`config.mk`:
```
export PLATFORM = sky130hd
export DESIGN_NAME = uart_rx
export DESIGN_NICKNAME = d
export VERILOG_FILES = /design/src/rtl/uart_rx.sv
export SDC_FILE = /design/constraint.sdc
export NUM_CORES = 1
export LEC_CHECK = 0
export ABC_AREA = 1
export CORE_MARGIN = 10
export CORE_UTILIZATION = 25
export CTS_CLUSTER_SIZE = 16
export DETAILED_ROUTE_END_ITERATION = 6
export HOLD_SLACK_MARGIN = 0.05
export PLACE_DENSITY_LB_ADDON = 0.3
export SLEW_MARGIN = 25
export SYNTH_ARGS = -nofsm -noshare
export SYNTH_HDL_FRONTEND = slang
export SYNTH_SLANG_ARGS = --single-unit
```
`constraint.sdc`:
```
create_clock -name clk -period 1.6 [get_ports clk]
set_clock_uncertainty 0.1 [all_clocks]
set_input_delay 0.32 -clock clk [delete_from_list [all_inputs] [get_ports clk]]
set_output_delay 0.32 -clock clk [all_outputs]
set_load 0.01 [all_outputs]
```
`src/rtl/uart_rx.sv`:
```
// uart_rx: 8-bit asynchronous serial receiver with a one-entry output buffer.
// Frame: start, 8 data bits LSB first, optional even parity, one stop bit.
// Build option: define UART_RX_PARITY_EN to receive and check an even parity bit.
module uart_rx #(
    parameter int CLK_PER_BIT = 868
) (
    input  logic       clk,
    input  logic       reset_n,
    input  logic       rxd,
    output logic [7:0] data,
    output logic       valid,
    input  logic       ready,
    output logic       frame_err,
    output logic       parity_err,
    output logic       overrun
);

    localparam int DATA_W = 8;
    localparam int CNT_W  = (CLK_PER_BIT > 1) ? $clog2(CLK_PER_BIT) : 1;
    localparam logic [CNT_W-1:0] CNT_LAST = CNT_W'(CLK_PER_BIT - 1);
    localparam logic [CNT_W-1:0] CNT_HALF = CNT_W'(CLK_PER_BIT / 2 - 1);

    typedef enum logic [2:0] {
        IDLE,
        START,
        DATA,
`ifdef UART_RX_PARITY_EN
        PARITY,
`endif
        STOP,
        WAIT_HIGH
    } state_t;

    state_t            state, state_n;
    logic [CNT_W-1:0]  cnt, cnt_n;
    logic [2:0]        idx, idx_n;
    logic [DATA_W-1:0] shreg, shreg_n;
    logic              rxd_m, rxd_s;
    logic              par_bad;
    logic              deliver, frame_err_n, parity_err_n;

    // Two-flop synchronizer; idles high so reset never looks like a start bit
    always_ff @(posedge clk) begin
        if (!reset_n) begin
            rxd_m <= 1'b1;
            rxd_s <= 1'b1;
        end else begin
            rxd_m <= rxd;
            rxd_s <= rxd_m;
        end
    end

`ifdef UART_RX_PARITY_EN
    logic par_bad_n;

    // Parity mismatch remembered from the parity bit until the stop bit decides
    always_ff @(posedge clk) begin
        if (!reset_n) begin
            par_bad <= 1'b0;
        end else begin
            par_bad <= par_bad_n;
        end
    end
`else
    assign par_bad = 1'b0;
`endif

    // Receiver state, bit timer, bit index and shift register
    always_ff @(posedge clk) begin
        if (!reset_n) begin
            state <= IDLE;
            cnt   <= '0;
            idx   <= '0;
            shreg <= '0;
        end else begin
            state <= state_n;
            cnt   <= cnt_n;
            idx   <= idx_n;
            shreg <= shreg_n;
        end
    end

    // Next-state logic; the bit timer wraps at every bit boundary
    always_comb begin
        state_n      = state;
        cnt_n        = cnt;
        idx_n        = idx;
        shreg_n      = shreg;
        deliver      = 1'b0;
        frame_err_n  = 1'b0;
        parity_err_n = 1'b0;
`ifdef UART_RX_PARITY_EN
        par_bad_n    = par_bad;
`endif
        case (state)
            IDLE: begin
                cnt_n = '0;
                idx_n = '0;
`ifdef UART_RX_PARITY_EN
                par_bad_n = 1'b0;
`endif
                if (!rxd_s) begin
                    state_n = START;
                end
            end
            START: begin
                // Re-check the line half a bit in; a high line means a glitch
                if (cnt == CNT_HALF) begin
                    cnt_n   = '0;
                    idx_n   = '0;
                    state_n = rxd_s ? IDLE : DATA;
                end else begin
                    cnt_n = cnt + CNT_W'(1);
                end
            end
            DATA: begin
                if (cnt == CNT_LAST) begin
                    cnt_n   = '0;
                    shreg_n = {rxd_s, shreg[DATA_W-1:1]};
                    idx_n   = idx + 3'd1;
                    if (idx == 3'd7) begin
`ifdef UART_RX_PARITY_EN
                        state_n = PARITY;
`else
                        state_n = STOP;
`endif
                    end
                end else begin
                    cnt_n = cnt + CNT_W'(1);
                end
            end
`ifdef UART_RX_PARITY_EN
            PARITY: begin
                if (cnt == CNT_LAST) begin
                    cnt_n     = '0;
                    par_bad_n = rxd_s ^ (^shreg);
                    state_n   = STOP;
                end else begin
                    cnt_n = cnt + CNT_W'(1);
                end
            end
`endif
            STOP: begin
                if (cnt == CNT_LAST) begin
                    cnt_n = '0;
                    if (!rxd_s) begin
                        frame_err_n  = 1'b1;
                        parity_err_n = par_bad;
                        state_n      = WAIT_HIGH;
                    end else if (par_bad) begin
                        parity_err_n = 1'b1;
                        state_n      = IDLE;
                    end else begin
                        deliver = 1'b1;
                        state_n = IDLE;
                    end
                end else begin
                    cnt_n = cnt + CNT_W'(1);
                end
            end
            WAIT_HIGH: begin
                // A held-low line (break) must not be mistaken for a new start bit
                cnt_n = '0;
                if (rxd_s) begin
                    state_n = IDLE;
                end
            end
            default: begin
                state_n = IDLE;
                cnt_n   = '0;
            end
        endcase
    end

    // Output buffer with valid/ready handshake and one-cycle status pulses
    always_ff @(posedge clk) begin
        if (!reset_n) begin
            data       <= '0;
            valid      <= 1'b0;
            frame_err  <= 1'b0;
            parity_err <= 1'b0;
            overrun    <= 1'b0;
        end else begin
            frame_err  <= frame_err_n;
            parity_err <= parity_err_n;
            overrun    <= 1'b0;
            if (deliver) begin
                if (!valid || ready) begin
                    data  <= shreg;
                    valid <= 1'b1;
                end else begin
                    overrun <= 1'b1;
                end
            end else if (valid && ready) begin
                valid <= 1'b0;
            end
        end
    end

endmodule

```
## Yosys cells after proc, flatten, opt, wreduce, memory -nomap -nowiden

Cells that the tools add are included.

| word-level totals | value |
|---|---|
| output and inout port bits | 12 |
| logic and storage cells | 63 |
| flip-flop bits (word level) | 37 |
| bits of input ports | 4 |

| operators by class | value |
|---|---|
| add/subtract/negate cells | 2 |
| equal/unequal tests | 14 |
| muxes and demuxes | 23 |
| reductions and logical operators | 14 |

Operators by type and width:

| operator | count |
|---|---|
| two-way mux 3 bit | 9 |
| two-way mux 10 bit | 2 |
| case mux 10 bit (2 select lines) | 1 |
| case mux 3 bit (5 select lines) | 1 |
| != test 2 bit, second input constant | 6 |
| adder 10 x 1 -> 10 bit, second input constant | 1 |
| == test 10 bit, second input constant | 1 |
| == test 10 x 9 -> 1 bit, second input constant | 1 |
| case mux 3 bit (3 select lines) | 1 |
| two-way mux 1 bit | 8 |
| AND reduction 2 bit | 4 |
| == test 3 x 2 -> 1 bit, second input constant | 2 |
| == test 3 bit, second input constant | 2 |
| AND reduction 3 bit | 2 |
| AND reduction 6 bit | 1 |
| adder 3 x 1 -> 3 bit, second input constant | 1 |
| == test 3 x 1 -> 1 bit, second input constant | 1 |
| zero test 3 bit | 1 |
| nonzero test 3 bit | 1 |
| two-way mux 2 bit | 1 |
| != test 2 x 1 -> 1 bit, second input constant | 1 |
| nonzero test 2 bit | 1 |
| OR reduction 2 bit | 1 |
| logical AND 1 bit | 1 |
| other kinds (2) | 2 |

## Depth between registers and ports, before layout

| logic depth | value |
|---|---|
| word-level depth | 5 |
| depth in mapped cells | 10 |
| gate-level depth less buffers | 10 |

## Least setup slack after synthesis

Ideal clock, no wire load.

| timing | value |
|---|---|
| kind | register to register |
| from | reg cnt[0] |
| to | reg data[0] |
| period minus slack after synthesis | 1,513 ps |
| library setup time | 115 ps |
| path slack | 87 ps |
| required time | 1,385 ps |
| cell stages (with the launch flop) | 10 |
| arrival | 1,298 ps |
| buffers on the path | 1 |
| cells stage by stage | dfxtp_1 -> ha_1 -> nand2_1 -> nor2_2 -> nand2_4 -> inv_4 -> buf_6 -> nand4_4 -> o21ai_1 -> nor2_1 |

| between the ends | value |
|---|---|
| longest elaborated chain between the ends | 4 |

Ends and longest elaborated chain:

| item | RTL line | text |
|---|---|---|
| from (decl) | 35 | `logic [CNT_W-1:0] cnt, cnt_n;` |
| from (signal assigned) | 77 | `cnt <= cnt_n;` |
| == test 10 bit | 144 | `if (cnt == CNT_LAST) begin` |
| two-way mux 1 bit | 144 |  |
| two-way mux 1 bit | 95 | `case (state)` |
| AND reduction 2 bit (no line) | -- |  |
| to (signal assigned) | 189 | `data <= shreg;` |
| to (decl) | 10 | `output logic [7:0] data,` |

No other way between the ends.
A chain may end at the register's enable or synchronous reset.

## Worst setup path after layout

| timing | value |
|---|---|
| from | reg overrun |
| to | out overrun |

RTL lines:

| item | RTL line | text |
|---|---|---|
| from (decl) | 15 | `output logic overrun` |
| from (signal assigned) | 182 | `overrun <= 1'b0;` |
| from (signal assigned) | 186 | `overrun <= 1'b0;` |
| from (signal assigned) | 192 | `overrun <= 1'b1;` |

No word-level cell between the ends.

==> metrics <==
commonest non-fill, non-tap cell in the layout=nand2_1; Crit. End Element=primary output; number of synthesized flops with an enable pin=0; post-route cell area=2330 µm²; CP max-delay cell=clkdlybuf4s50_1; Worst Path Required=1180 ps; most common flop cell mapped by yosys=dfxtp_1; Yosys reg bits=37; final net count=264; fmax=645 MHz; Clock Pin Slew Worst Setup and Hold Paths=80 ps; fillcell total=705; worst ir drop on vdd=0.347 mV; Hold Path Sink=rxd_s; Via density=4.45; Die H=103 µm; crit path kind=register to primary output; starting density of the core=0.255; DIE WIDTH=103 µm; I/O Buffers=14; Hold Violations, Final=0; post-synth top area cell=dfxtp_1; Std-Cell Rows=30; R2R depth=9; Hold Crit Class=register to register; pre-CTS setup slack=-12.4 ps; combinational power share=0.306; Post-DP HPWL=2790 µm; root buffer cell=clkbuf_8; first-pass GRT wire length=6400 µm; Final period util=0.969; Synth async-reset ratio=0; vias in the first global route=1352; Synth Net Count=227; Internal=1.99 mW; Sink Count=37; ranking of synthesized cells by area=dfxtp_1 (43%), nand2_1 (7.4%), a21oi_1 (6.4%); reg2reg setup slack=120 ps; Starting DRT DRC Count=44; Reg power frac=0.358; critical path peak fanout=1; DR vias=1500; DIE AREA=10600 µm²; CTS tree=done; total grt overflow=0; Antenna Nets Post-Route=0; Worst Hold Launch=rxd_m; max_cap viols=0; Synth Cell Area=1720 µm²; Startpoint Class=register; CTS Buf Count=5; Post-route DRC=0; per-cell routed wire length=11.5 µm; largest net degree at the start of global routing=15; Sw Pwr=931 µW; drt pass-1 iters=4; P per Cell Area=1250 nW/µm²; worst r2r src=state[0]; Leak=0.964 nW; crit-path cells=clkdlybuf4s50_1; switching share of power=0.319; unique cell type count in the Yosys netlist=35; Max clock buf depth=2; Max H-tree Level=2; most frequent cells in the layout=nand2_1 (33), dfxtp_1 (32), nor2_1 (25); n_diodes=0; All-Layer GR Usage=0.0742; Hold Crit Depth=1; core area=6760 µm²; CP delay by family, top=buffers and inverters; FF-to-FF End=state[2]; Layout area overhead=35.3%; status=finished, final reports clean; Seq/Total Area, Yosys=0.430; Final Setup Violations=0; Pins Over Slew Limit=0; CP arrival=1130 ps; fin crit period=1550 ps; Layout Utilization=0.345; initial antenna violation count=0; clock latency on the worst-skew pair=290 ps; RD Place Congestion=0.810; top cell type's share of synthesized area=0.430; crit-path max cell delay=530 ps; boundary pin count=16; Clock Power Share=0.336; cells after synthesis=219; unrepaired setup endpoints after global routing=yes; post-route setup slack=50.0 ps; crit path buf inv count=1; dpl cell area=2050 µm²; syn avg cell area=7.87 µm²; final WL=3870 µm; share of cells above drive strength 1=0.296; Yosys warning total=0
==> synth_stat cells, types with 2 or more instances <==
cell type	number
clkbuf_1	3
inv_2	5
nand2_4	3
dfxtp_1	37
nor3_4	2
nand2_2	3
nor2_2	5
nor3_1	5
nor3_2	5
a21oi_1	22
nor2_1	29
o21ai_1	8
nand3_1	19
inv_1	15
ha_1	4
or2_2	2
nand2_1	34
==> power by group through the flow <==
stage	Combinational [mW]	Sequential, mW	Clock [mW]
floorplan	0.556	1.06	0
global placement	0.738	1.06	0
detailed placement	0.736	1.06	0
CTS	0.739	1.04	1.00
global route	0.999	1.06	1.04
finish	0.891	1.04	0.981
==> how the worst max path moves through the flow <==
stage,startpoint,end,cells after the start
2_1_floorplan,cnt[0],data[0],9
3_3_place_gp,reset_n,cnt[5],6
3_5_place_dp,reset_n,cnt[3],6
4_1_cts,overrun,overrun,1
5_1_grt,cnt[1],state[2],10
6_report,overrun,overrun,1
==> metrics by stage <==
| step | TNS, ps | total power [mW] | std cells | hold slack [ps] |
|---|---|---|---|---|
| after CTS | 0 | 2.78 | 329 | 337 |
| after global placement | -1.58 | 1.80 | 321 | 301 |
| after detailed placement | -43.1 | 1.79 | 321 | 312 |
| after floorplan | 0 | 1.61 | 219 | 293 |
| final | 0 | 2.92 | 337 | 333 |
| after global routing | -42.5 | 3.10 | 337 | 347 |
==> per-layer routing <==
metal,up-vias,GRT usage,part of all wire
li1,785,-,-
met2,24,0.115,0.47
met3,6,0.0161,0.027
met4,0,0.0299,0.015
met5,-,0,0
met1,685,0.0971,0.49
==> kinds of logic after synthesis <==
group                    synth area share
flip-flops                          0.430
adder cells (fa/ha/maj)            0.0290
other                             0.00218
AND/OR/NAND/NOR                     0.351
buffers and inverters              0.0675
AO/OA/AOI/OAI                       0.110
XOR/XNOR                           0.0102
==> worst register-to-register path, delay by kind of cell (launching register included) <==
kind          cells  cell delay (ps)
simple gates      7              710
flops             1              330
buf+inv           2              240
==> registers in the layout (all words and copies together) (netlist names) <==
| register | flops |
|---|---|
| idx | 3 |
| cnt | 10 |
| valid | 1 |
| rxd_s | 1 |
| state | 3 |
| data | 8 |
| rxd_m | 1 |
| frame_err | 1 |
| overrun | 1 |
| shreg | 8 |
==> what timing repair did <==
| action | in CTS | in global routing |
|---|---|---|
| cloned | 0 | 1 |
| endpoints found under the setup margin | 9 | 34 |
| resized for setup | 9 | 27 |
| hold buffers | 0 | 0 |
| endpoints found under the hold margin | 0 | 0 |
| pin swaps | 0 | 10 |
| buffers inserted | 0 | 7 |
==> layout make-up <==
class	instances	area (µm²)	share of cell area
Timing Repair Buffer	35	303	0.130
Sequential cell	37	752	0.323
Tap cell	80	100	0.0429
Inverter	21	86.3	0.0370
Multi-Input combinational cell	156	952	0.408
Clock inverter	3	68.8	0.0295
Clock buffer	5	68.8	0.0295
No activity file was read; power rests on OpenSTA's default activity.
